File: src/rtl/db_scan_ctrl.sv
// Purpose: multi-channel switch debouncer; one shared prescaler tick, then scan one channel per clock.
// Latency: 2 sync clocks + CONFIRM tick periods + (idx+1) clocks from a stable switch change to db.
// Backpressure: none; en low freezes the prescaler and aborts any in-progress scan.
module db_scan_ctrl #(
    parameter int NCH       = 4,
    parameter int TICK_BITS = 19,
    parameter int CONFIRM   = 3
) (
    input  logic           clk,
    input  logic           reset,
    input  logic           en,
    input  logic [NCH-1:0] sw,
    output logic [NCH-1:0] db,
    output logic [NCH-1:0] rise,
    output logic [NCH-1:0] fall,
    output logic           tick,
    output logic           busy
);

    localparam int CW = $clog2(CONFIRM + 1);
    localparam int IW = (NCH > 1) ? $clog2(NCH) : 1;
    localparam logic [CW:0]   CONF_V = (CW + 1)'(CONFIRM);
    localparam logic [IW-1:0] LAST   = IW'(NCH - 1);

    typedef enum logic [1:0] {
        IDLE = 2'd0,
        SCAN = 2'd1
    } state_t;

    logic [NCH-1:0]       sync1;
    logic [NCH-1:0]       sw_s;
    logic [TICK_BITS-1:0] q;
    state_t               state_q, state_d;
    logic [IW-1:0]        idx_q, idx_d;
    logic                 svc;
    logic [CW-1:0]        cnt [NCH];
    logic [CW-1:0]        cnt_cur;
    logic [CW:0]          cnt_inc;
    logic                 sw_cur;
    logic                 db_cur;

    // Two-flop synchronizer on the raw switches; runs every cycle independent of en.
    always_ff @(posedge clk or posedge reset) begin
        if (reset) begin
            sync1 <= '0;
            sw_s  <= '0;
        end else begin
            sync1 <= sw;
            sw_s  <= sync1;
        end
    end

    // Free-running prescaler while enabled; tick fires on the wrap from all-ones to zero.
    always_ff @(posedge clk or posedge reset) begin
        if (reset) begin
            q    <= '0;
            tick <= 1'b0;
        end else if (en) begin
            q    <= q + 1'b1;
            tick <= &q;
        end else begin
            tick <= 1'b0;
        end
    end

    // Scan FSM state and channel index registers.
    always_ff @(posedge clk or posedge reset) begin
        if (reset) begin
            state_q <= IDLE;
            idx_q   <= '0;
        end else begin
            state_q <= state_d;
            idx_q   <= idx_d;
        end
    end

    // Next-state logic: a tick launches one pass over all channels; dropping en aborts it.
    always_comb begin
        state_d = state_q;
        idx_d   = idx_q;
        svc     = 1'b0;
        case (state_q)
            IDLE: begin
                if (tick && en) begin
                    state_d = SCAN;
                    idx_d   = '0;
                end
            end
            SCAN: begin
                if (!en) begin
                    state_d = IDLE;
                    idx_d   = '0;
                end else begin
                    svc = 1'b1;
                    if (idx_q == LAST) begin
                        state_d = IDLE;
                        idx_d   = '0;
                    end else begin
                        idx_d = idx_q + 1'b1;
                    end
                end
            end
            default: begin
                state_d = IDLE;
                idx_d   = '0;
            end
        endcase
    end

    assign busy = (state_q == SCAN);

    // Operands for the channel currently under service.
    always_comb begin
        cnt_cur = cnt[idx_q];
        sw_cur  = sw_s[idx_q];
        db_cur  = db[idx_q];
        cnt_inc = {1'b0, cnt_cur} + 1'b1;
    end

    // Per-channel confirm counter and debounced level; an agreeing sample clears progress.
    always_ff @(posedge clk or posedge reset) begin
        if (reset) begin
            db   <= '0;
            rise <= '0;
            fall <= '0;
            for (int i = 0; i < NCH; i++) begin
                cnt[i] <= '0;
            end
        end else begin
            rise <= '0;
            fall <= '0;
            if (svc) begin
                if (sw_cur == db_cur) begin
                    cnt[idx_q] <= '0;
                end else if (cnt_inc < CONF_V) begin
                    cnt[idx_q] <= cnt_inc[CW-1:0];
                end else begin
                    cnt[idx_q]  <= '0;
                    db[idx_q]   <= sw_cur;
                    rise[idx_q] <= sw_cur;
                    fall[idx_q] <= ~sw_cur;
                end
            end
        end
    end

endmodule
File: config.mk
export PLATFORM = sky130hd
export DESIGN_NAME = db_scan_ctrl
export DESIGN_NICKNAME = d
export VERILOG_FILES = /design/src/rtl/db_scan_ctrl.sv
export SDC_FILE = /design/constraint.sdc
export NUM_CORES = 1
export LEC_CHECK = 0
export CORE_MARGIN = 5
export CORE_UTILIZATION = 59
export DETAILED_ROUTE_END_ITERATION = 16
export PLACE_DENSITY = 0.93
export SLEW_MARGIN = 15
export SYNTH_ARGS = -nofsm -noshare
export SYNTH_HDL_FRONTEND = slang
export SYNTH_SLANG_ARGS = --single-unit
File: constraint.sdc
create_clock -name clk -period 3.88 [get_ports clk]
set_input_delay 1.164 -clock clk [delete_from_list [all_inputs] [get_ports clk]]
set_output_delay 1.164 -clock clk [all_outputs]
set_load 0.02 [all_outputs]
### Yosys cells after proc, flatten, opt, wreduce, memory -nomap -nowiden

Cells that the tools add are included.
Widths: inputs -> output; s select.

* add/subtract/negate cells: 3
* order comparisons: 5
* eq/ne operators: 5
* muxes and demuxes: 32
* bitwise operators: 8
* reductions and logical operators: 7

Operator list (count)
* $mux 4: 6
* $add 19x1->19 const B: 1
* $reduce_and 19->1: 1
* $mux 2: 9
* $mux 8: 2
* $and 4x4->4: 2
* $and 8x8->8: 1
* $bwmux 8: 1
* $not 8->8: 1
* $pmux 2 s2: 2
* $mux 1: 6
* $bmux 1 s2: 2
* $bmux 2 s2: 1
* $bwmux 4: 1
* $demux 2 s2: 1
* $add 2x1->3 const B: 1
* $ge 3x3->1 const B: 1
* $logic_and 1x1->1: 3
* $lt 2x3->1 const B: 1
* $lt 3x1->1 const B: 1
* $lt 3x2->1 const B: 1
* $ne 3x2->1 const B: 1
* $not 1->1: 3
* $not 2->3: 1
* other kinds (10): 10

* register bits after elaboration: 52
* output and inout port bits: 14
* logic and storage cells: 73

### Logic depth before layout (Yosys ltp)

Gate-level depths: netlist of the first run.

* word-level depth: 9
* mapped depth: 7
* depth with buffers taken out: 6

### Least setup slack after synthesis of the first run

Ideal clock, no wire load.

* path type: input-to-reg
* start point: in en
* end point: reg q[17]
* library setup time: 0.080 ns
* arrival time: 2.259 ns
* required time: 3.800 ns
* setup slack: 1.541 ns
* cell stages on the path: 6
* buffers on the path: 2
* path through: buf_2 -> and4_1 -> clkbuf_1 -> nand3_1 -> nor4_1 -> xnor2_1

RTL lines
* start, declared: RTL line 11 `input logic en,`
* end signal, assigned: RTL line 59 `q <= q + 1'b1;`
* end, declared: RTL line 32 `logic [TICK_BITS-1:0] q;`

### Worst setup path in the final report of the first run

* start point: in en
* end point: reg db[0]

* word-level cells in the longest chain between the ends: 3

Ends and longest elaborated chain
* $mux 1: RTL line 90 `if (!en) begin`
* $mux 1: RTL line 82 `case (state_q)`
* $reduce_and 3->1 (no source line)
* end signal, assigned by index: RTL line 139 `db[idx_q] <= sw_cur;`
* end, declared: RTL line 13 `output logic [NCH-1:0] db,`

Every way passes these cells.
A chain may end at the register's enable or synchronous reset.

==> flow_metrics.env, run 1 <==
export IMPL_cts_buffers_inserted=5
export IMPL_wl_um=4220
export IMPL_slew_violations=0
export IMPL_place_area_sq_um=2510
export IMPL_crit_arrival_ps=3020
export IMPL_crit_chain="clkdlybuf4s50_1, and2_1, nand2_1, or2_2, a211o_1"
export IMPL_cap_viol_max_count=0
export IMPL_final_nets=227
export IMPL_power_density_nw_per_um2=382
export IMPL_ff2ff_path_depth=4
export IMPL_startpoint="en"
export IMPL_drive_above_1_share_pct=7.51
export IMPL_core_area_sq_um=3720
export IMPL_start_kind="input pin"
export IMPL_avgRoutedWirePerCell_um=16.1
export IMPL_min_period_ps=2820
export IMPL_rsz0062_at_grt="false"
export IMPL_portBuffers=20
export IMPL_tightest_slew_ps=843
export IMPL_ir_drop_v=0.000258
export IMPL_area_delta_synth_final_pct=13.8
export IMPL_r2r_start="idx_q[0]"
export IMPL_antenna_found_initial=0
export IMPL_post_cts_setup_buffers=0
export IMPL_grt_max_degree=52
export IMPL_cp_slowest_cell="clkdlybuf4s50_1"
export IMPL_clk_pin_slew_ps=100
export IMPL_status="finished clean"
export IMPL_grt_pass1_vias=1551
export IMPL_drc_errors=0
export IMPL_hold_buffers=0
export IMPL_post_place_ws_ps=750
export IMPL_max_freq_mhz=355
export IMPL_synthCells=191
export IMPL_fin_hold_ws_ps=356
export IMPL_dr_pass1_iters=4
export IMPL_cts_tree="done"
export IMPL_vias=1509
export IMPL_synth_yosys_warnings=0
export IMPL_viasPerCell=5.78
export IMPL_start_util_pct=61.7
export IMPL_worstHoldPathType="reg2reg"
export IMPL_setup_tns_ps=0
export IMPL_dp_hpwl_um=2930
export IMPL_grt_usage_pct=18.4
export IMPL_root_buffer="clkbuf_8"
export IMPL_synth_nets=206
export IMPL_htreeDepth=2
export IMPL_hold_path_endpoint="sw_s[3]"
export IMPL_netlist_area_sq_um=2290
export IMPL_worstReg2RegEnd="cnt[7]"
export IMPL_synthDistinctLibCells=39
export IMPL_rows=22
export IMPL_postLayoutCoreUtil_pct=70.2
export IMPL_grt_overflow=0
export IMPL_antenna_left=0
export IMPL_gp_congestion=0.868
export IMPL_finClkSkew_ps=9.12
export IMPL_critPathKind="in2reg"
export IMPL_hp_start="sync1[3]"
export IMPL_drt_iter0_drc=120
export IMPL_synth_avg_cell_area_sq_um=12.0
export IMPL_hold_path_depth=0
export IMPL_fin_ws_ps=1060
export IMPL_dieWidth_um=72.3
export IMPL_clk_latency_ps=310
export IMPL_grt_pass1_wl_um=7400
export IMPL_ys_seq_area_share_pct=55.6
export IMPL_worstSetupEndpointType="register"
export IMPL_hold_viol=0
export IMPL_design_area_sq_um=2610
export IMPL_critPathMaxFanout=12
export IMPL_die_area_sq_um=5230
export IMPL_antenna_cells=0
export IMPL_cts_resized=0
export IMPL_cts_buffer_depth=2
export IMPL_critPathMaxStageDelay_ps=630
export IMPL_setup_viol=0
export IMPL_design_portCount=21
export IMPL_yosys_register_bits=51
export IMPL_p_leak_nw=1.19
export IMPL_fin_crit_sh_pct=72.6
export IMPL_clock_sinks=51
export IMPL_crit_required_ps=4090
export IMPL_maxSlewHeadroom_pct=43.7
export IMPL_fp_dieH_um=72.3
export IMPL_rrSetupSlack_ps=1580
## cell families after synthesis
logic type | after synthesis | synth area share, %
AOI/OAI and AO/OA | 25 | 8.29
xor gates and xnor gates | 19 | 7.58
adders and majority gates | 8 | 4.36
buffers and inverters | 16 | 3.33
DFF | 51 | 55.6
muxes | 6 | 5.02
and+or+nand+nor | 66 | 15.8
## power breakdown
part	leakage, nW	total (mW)	internal, mW	switching, mW
logic	0.488	0.0763	0.0385	0.0379
registers	0.656	0.603	0.570	0.0336
clock network	0.0452	0.316	0.132	0.185
## state kept, by name (all words and copies together), names as in the netlist
register / count
state_q: 1
cnt: 8
sync1: 4
sw_s: 4
fall: 4
rise: 4
idx_q: 2
q: 19
db: 4
tick: 1
## final cells by class
type / instances / area [sq um]
fill: 253 / 1110
clock inverter: 3 / 25.0
timing repair buffer: 20 / 200
sequential: 51 / 1280
clock buffer: 5 / 68.8
multi-input combinational: 124 / 941
inverter: 10 / 38.8
tap: 48 / 60.1
## routing by layer
layer | GRT usage [%] | up-vias | routed length, um
li1 | - | 706 | -
met1 | 24.5 | 733 | 1850
met2 | 29.2 | 63 | 2000
met3 | 4.43 | 7 | 291
met4 | 7.31 | 0 | 72
met5 | 0 | - | 0
## per-stage QoR
stage,power [mW],cells
final,0.996,261
after global routing,1.05,261
after global placement,0.681,253
after floorplan,0.665,191
after CTS,1.01,261
after detailed placement,0.690,253
## worst max path at each step
| stage | slack [ps] | end |
|---|---|---|
| floorplan | 1490 | cnt[0] |
| global placement | 790 | db[0] |
| detailed placement | 750 | db[0] |
| CTS | 1080 | db[1] |
| global route | 950 | db[1] |
| finish | 1060 | db[0] |
## critical path, delay by kind of cell
kind / cells / cell delay, ps
simple gates: 3 / 920
buf+inv: 1 / 630
compound gates: 1 / 300
## cell usage after synthesis
library cell / instances / area [sq um]
nand2b_1: 1 / 6.26
a41oi_1: 1 / 8.76
ha_1: 8 / 100
and4_1: 2 / 17.5
mux2i_1: 1 / 10.0
xnor2_1: 10 / 87.6
nor2b_1: 10 / 62.6
nor3_1: 8 / 40.0
and3_1: 2 / 12.5
nand3_1: 5 / 25.0
nor3b_1: 1 / 7.51
inv_1: 10 / 37.5
or3_1: 2 / 12.5
o21ai_0: 1 / 5.00
o31ai_1: 3 / 22.5
o2bb2ai_1: 4 / 35.0
a21boi_0: 3 / 22.5
mux4_1: 1 / 26.3
buf_2: 1 / 5.00
nand4_1: 3 / 18.8
or2_1: 1 / 6.26
buf_6: 2 / 22.5
mux2_2: 1 / 11.3
a22o_1: 1 / 8.76
a211o_1: 3 / 26.3
and2_1: 9 / 56.3
nor2_1: 6 / 22.5
xor2_1: 8 / 70.1
clkbuf_1: 3 / 11.3
nor4_1: 1 / 6.26
a221o_1: 2 / 20.0
nand2_1: 12 / 45.0
or2_2: 2 / 12.5
dfrtp_1: 51 / 1280
mux4_2: 3 / 67.6
xnor2_2: 1 / 16.3
and4b_1: 1 / 10.0
a21oi_1: 2 / 10.0
a31oi_1: 5 / 31.3
## cells in the final DEF (no fill, tap or decap), drive strengths merged, types with 3 or more instances in the layout
cell           count
nand2             12
nand4              3
xnor2             11
nand3              5
xor2               8
and2               9
clkbuf             5
dfrtp             51
mux4               4
nor3               8
o2bb2ai            4
a31oi              5
nor2b             10
a21boi             3
or2                3
nor2               6
clkdlybuf4s50     20
inv               11
a211o              3
o31ai              3
ha                 8
Note: power is estimated with default switching activity, not from simulation.
==> inputs of run 2 (changes only) <==
--- a/config.mk
+++ b/config.mk
@@ -6,9 +6,9 @@
 export NUM_CORES = 1
 export LEC_CHECK = 0
 export CORE_MARGIN = 5
-export CORE_UTILIZATION = 59
+export CORE_UTILIZATION = 56
 export DETAILED_ROUTE_END_ITERATION = 16
-export PLACE_DENSITY = 0.93
+export PLACE_DENSITY = 0.89
 export SLEW_MARGIN = 15
 export SYNTH_ARGS = -nofsm -noshare
 export SYNTH_HDL_FRONTEND = slang
==> constraint.sdc (replaced) <==
create_clock -name clk -period 2.7 [get_ports clk]
set_input_delay 0.81 -clock clk [delete_from_list [all_inputs] [get_ports clk]]
set_output_delay 0.81 -clock clk [all_outputs]
set_load 0.02 [all_outputs]
==> run 2 against run 1 <==
Effect of this change: register-to-register slack got worse by 1100 ps; clock skew fell by 0.71 ps; sequential share of layout area fell by 0.78 points; power up 40%; first-iteration DRC count is 13% higher; flip-flop and latch count did not move; global-route usage shrank 1.1 points; critical path type unchanged; largest cell class unchanged; largest power group unchanged; highest routed layer unchanged.
==> flow_metrics.env, run 2 (synthesis results as in run 1) <==
export IMPL_crit_required_ps=2930
export IMPL_rrSetupSlack_ps=510
export IMPL_grt_usage_pct=17.3
export IMPL_maxSlewHeadroom_pct=75.0
export IMPL_grt_max_degree=52
export IMPL_power_density_nw_per_um2=526
export IMPL_power_switching_mw=0.336
export IMPL_viasPerCell=5.76
export IMPL_hold_buffers=0
export IMPL_critPathMaxFanout=6
export IMPL_dp_hpwl_um=2940
export IMPL_clock_sinks=51
export IMPL_setup_viol=0
export IMPL_grt_overflow=0
export IMPL_fin_crit_sh_pct=83.7
export IMPL_portBuffers=20
export IMPL_clk_latency_ps=300
export IMPL_dp_cells=260
export IMPL_largest_reg_flops=19
export IMPL_grt_pass1_wl_um=7100
export IMPL_clock_power_share_pct=29.8
export IMPL_cap_viol_max_count=0
export IMPL_final_common_cell="dfrtp_1"
export IMPL_pwr_share_comb_pct=8.1
export IMPL_crit_arrival_ps=2490
export IMPL_regMostFlops="q"
export IMPL_postLayoutCoreUtil_pct=66.8
export IMPL_critPathKind="in2reg"
export IMPL_drt_iter0_drc=135
export IMPL_grt_pass1_vias=1538
export IMPL_gp_congestion=0.901
export IMPL_slew_violations=0
export IMPL_fin_hold_ws_ps=354
export IMPL_antenna_cells=0
export IMPL_dr_pass1_iters=4
export IMPL_min_period_ps=2260
export IMPL_seq_power_share_pct=62.1
export IMPL_tightest_slew_ps=372
export IMPL_worstSetupEndpointType="register"
export IMPL_post_cts_setup_buffers=0
export IMPL_die_area_sq_um=5480
export IMPL_swShare_pct=24.1
export IMPL_cts_buffers_inserted=5
export IMPL_p_leak_nw=1.22
export IMPL_area_delta_synth_final_pct=15.7
export IMPL_root_buffer="clkbuf_8"
export IMPL_seqCellArea_sq_um=1280
export IMPL_finalNonFillerCells=268
export IMPL_reg_largest_list="q (19), cnt (8)"
export IMPL_final_cell_mix="51 x dfrtp_1, 20 x clkdlybuf4s50_1, 12 x nand2_1"
export IMPL_cts_resized=0
export IMPL_multi_input_area_sq_um=941
export IMPL_start_kind="input pin"
export IMPL_antenna_found_initial=0
export IMPL_design_portCount=21
export IMPL_setup_tns_ps=0
export IMPL_fp_dieH_um=74.0
export IMPL_drive_above_1_share_pct=9.17
export IMPL_hold_viol=0
export IMPL_worstHoldPathType="reg2reg"
export IMPL_core_area_sq_um=3970
export IMPL_ir_drop_v=0.000455
export IMPL_status="finished clean"
export IMPL_dieWidth_um=74.0
export IMPL_post_place_ws_ps=136
export IMPL_cts_tree="done"
export IMPL_rsz0062_at_grt="false"
export IMPL_antenna_left=0
export IMPL_avgRoutedWirePerCell_um=15.1
export IMPL_clk_pin_slew_ps=80
export IMPL_finClkSkew_ps=8.41
export IMPL_rows=23
export IMPL_drc_errors=0
export IMPL_wl_um=4040
export IMPL_htreeDepth=2
export IMPL_max_freq_mhz=442
export IMPL_final_nets=232
export IMPL_p_int_mw=1.06
export IMPL_vias=1544
export IMPL_cts_buffer_depth=2
export IMPL_start_util_pct=57.8
export IMPL_fillers=288
export IMPL_fin_ws_ps=439
==> run 2: power by group through the flow <==
stage	sequential, mW	combinational (mW)	clock (mW)
floorplan	0.868	0.0877	0
global placement	0.875	0.110	0
detailed placement	0.881	0.117	0
CTS	0.866	0.117	0.426
global route	0.873	0.133	0.466
finish	0.866	0.113	0.416
==> run 2: cell type report <==
| type | count | share of cell area [%] |
|---|---|---|
| inverters | 10 | 1.42 |
| well taps | 50 | 2.36 |
| multi-input cells | 124 | 35.5 |
| repair buffers | 25 | 9.43 |
| clock inverters | 2 | 0.472 |
| clock buffers | 6 | 2.74 |
| flip-flops and latches | 51 | 48.1 |
==> run 2: final timing paths <==
| check | depth (start not counted) | end | start |
|---|---|---|---|
| worst max-delay path | 5 | q[17] | en |
| worst min-delay path | 0 | sw_s[3] | sync1[3] |
| worst max register to register | 4 | cnt[5] | idx_q[0] |
| worst min register to register | 0 | sw_s[3] | sync1[3] |
| max in group asynchronous | 3 | rise[3] | reset |
| min in group asynchronous | 3 | q[4] | reset |
==> run 2: through the flow <==
step / total power, mW / instance area [sq um]
3_5_place_dp: 0.998 / 2570
2_1_floorplan: 0.956 / 2290
3_3_place_gp: 0.985 / 2570
4_1_cts: 1.41 / 2650
6_report: 1.40 / 2650
5_1_grt: 1.47 / 2650
==> run 2: per-layer routing <==
layer | global-route usage, % | vias up | routed length [um]
li1 | - | 715 | -
met1 | 23.4 | 773 | 1820
met2 | 26.3 | 47 | 1920
met3 | 5.00 | 9 | 224
met4 | 7.44 | 0 | 75
met5 | 0 | - | 0
==> run 2: critical path, stage by stage <==
cell             delay, ps
clkdlybuf4s50_1        580
and4_1                 340
nand3_1                190
nor4_1                 410
xnor2_1                160
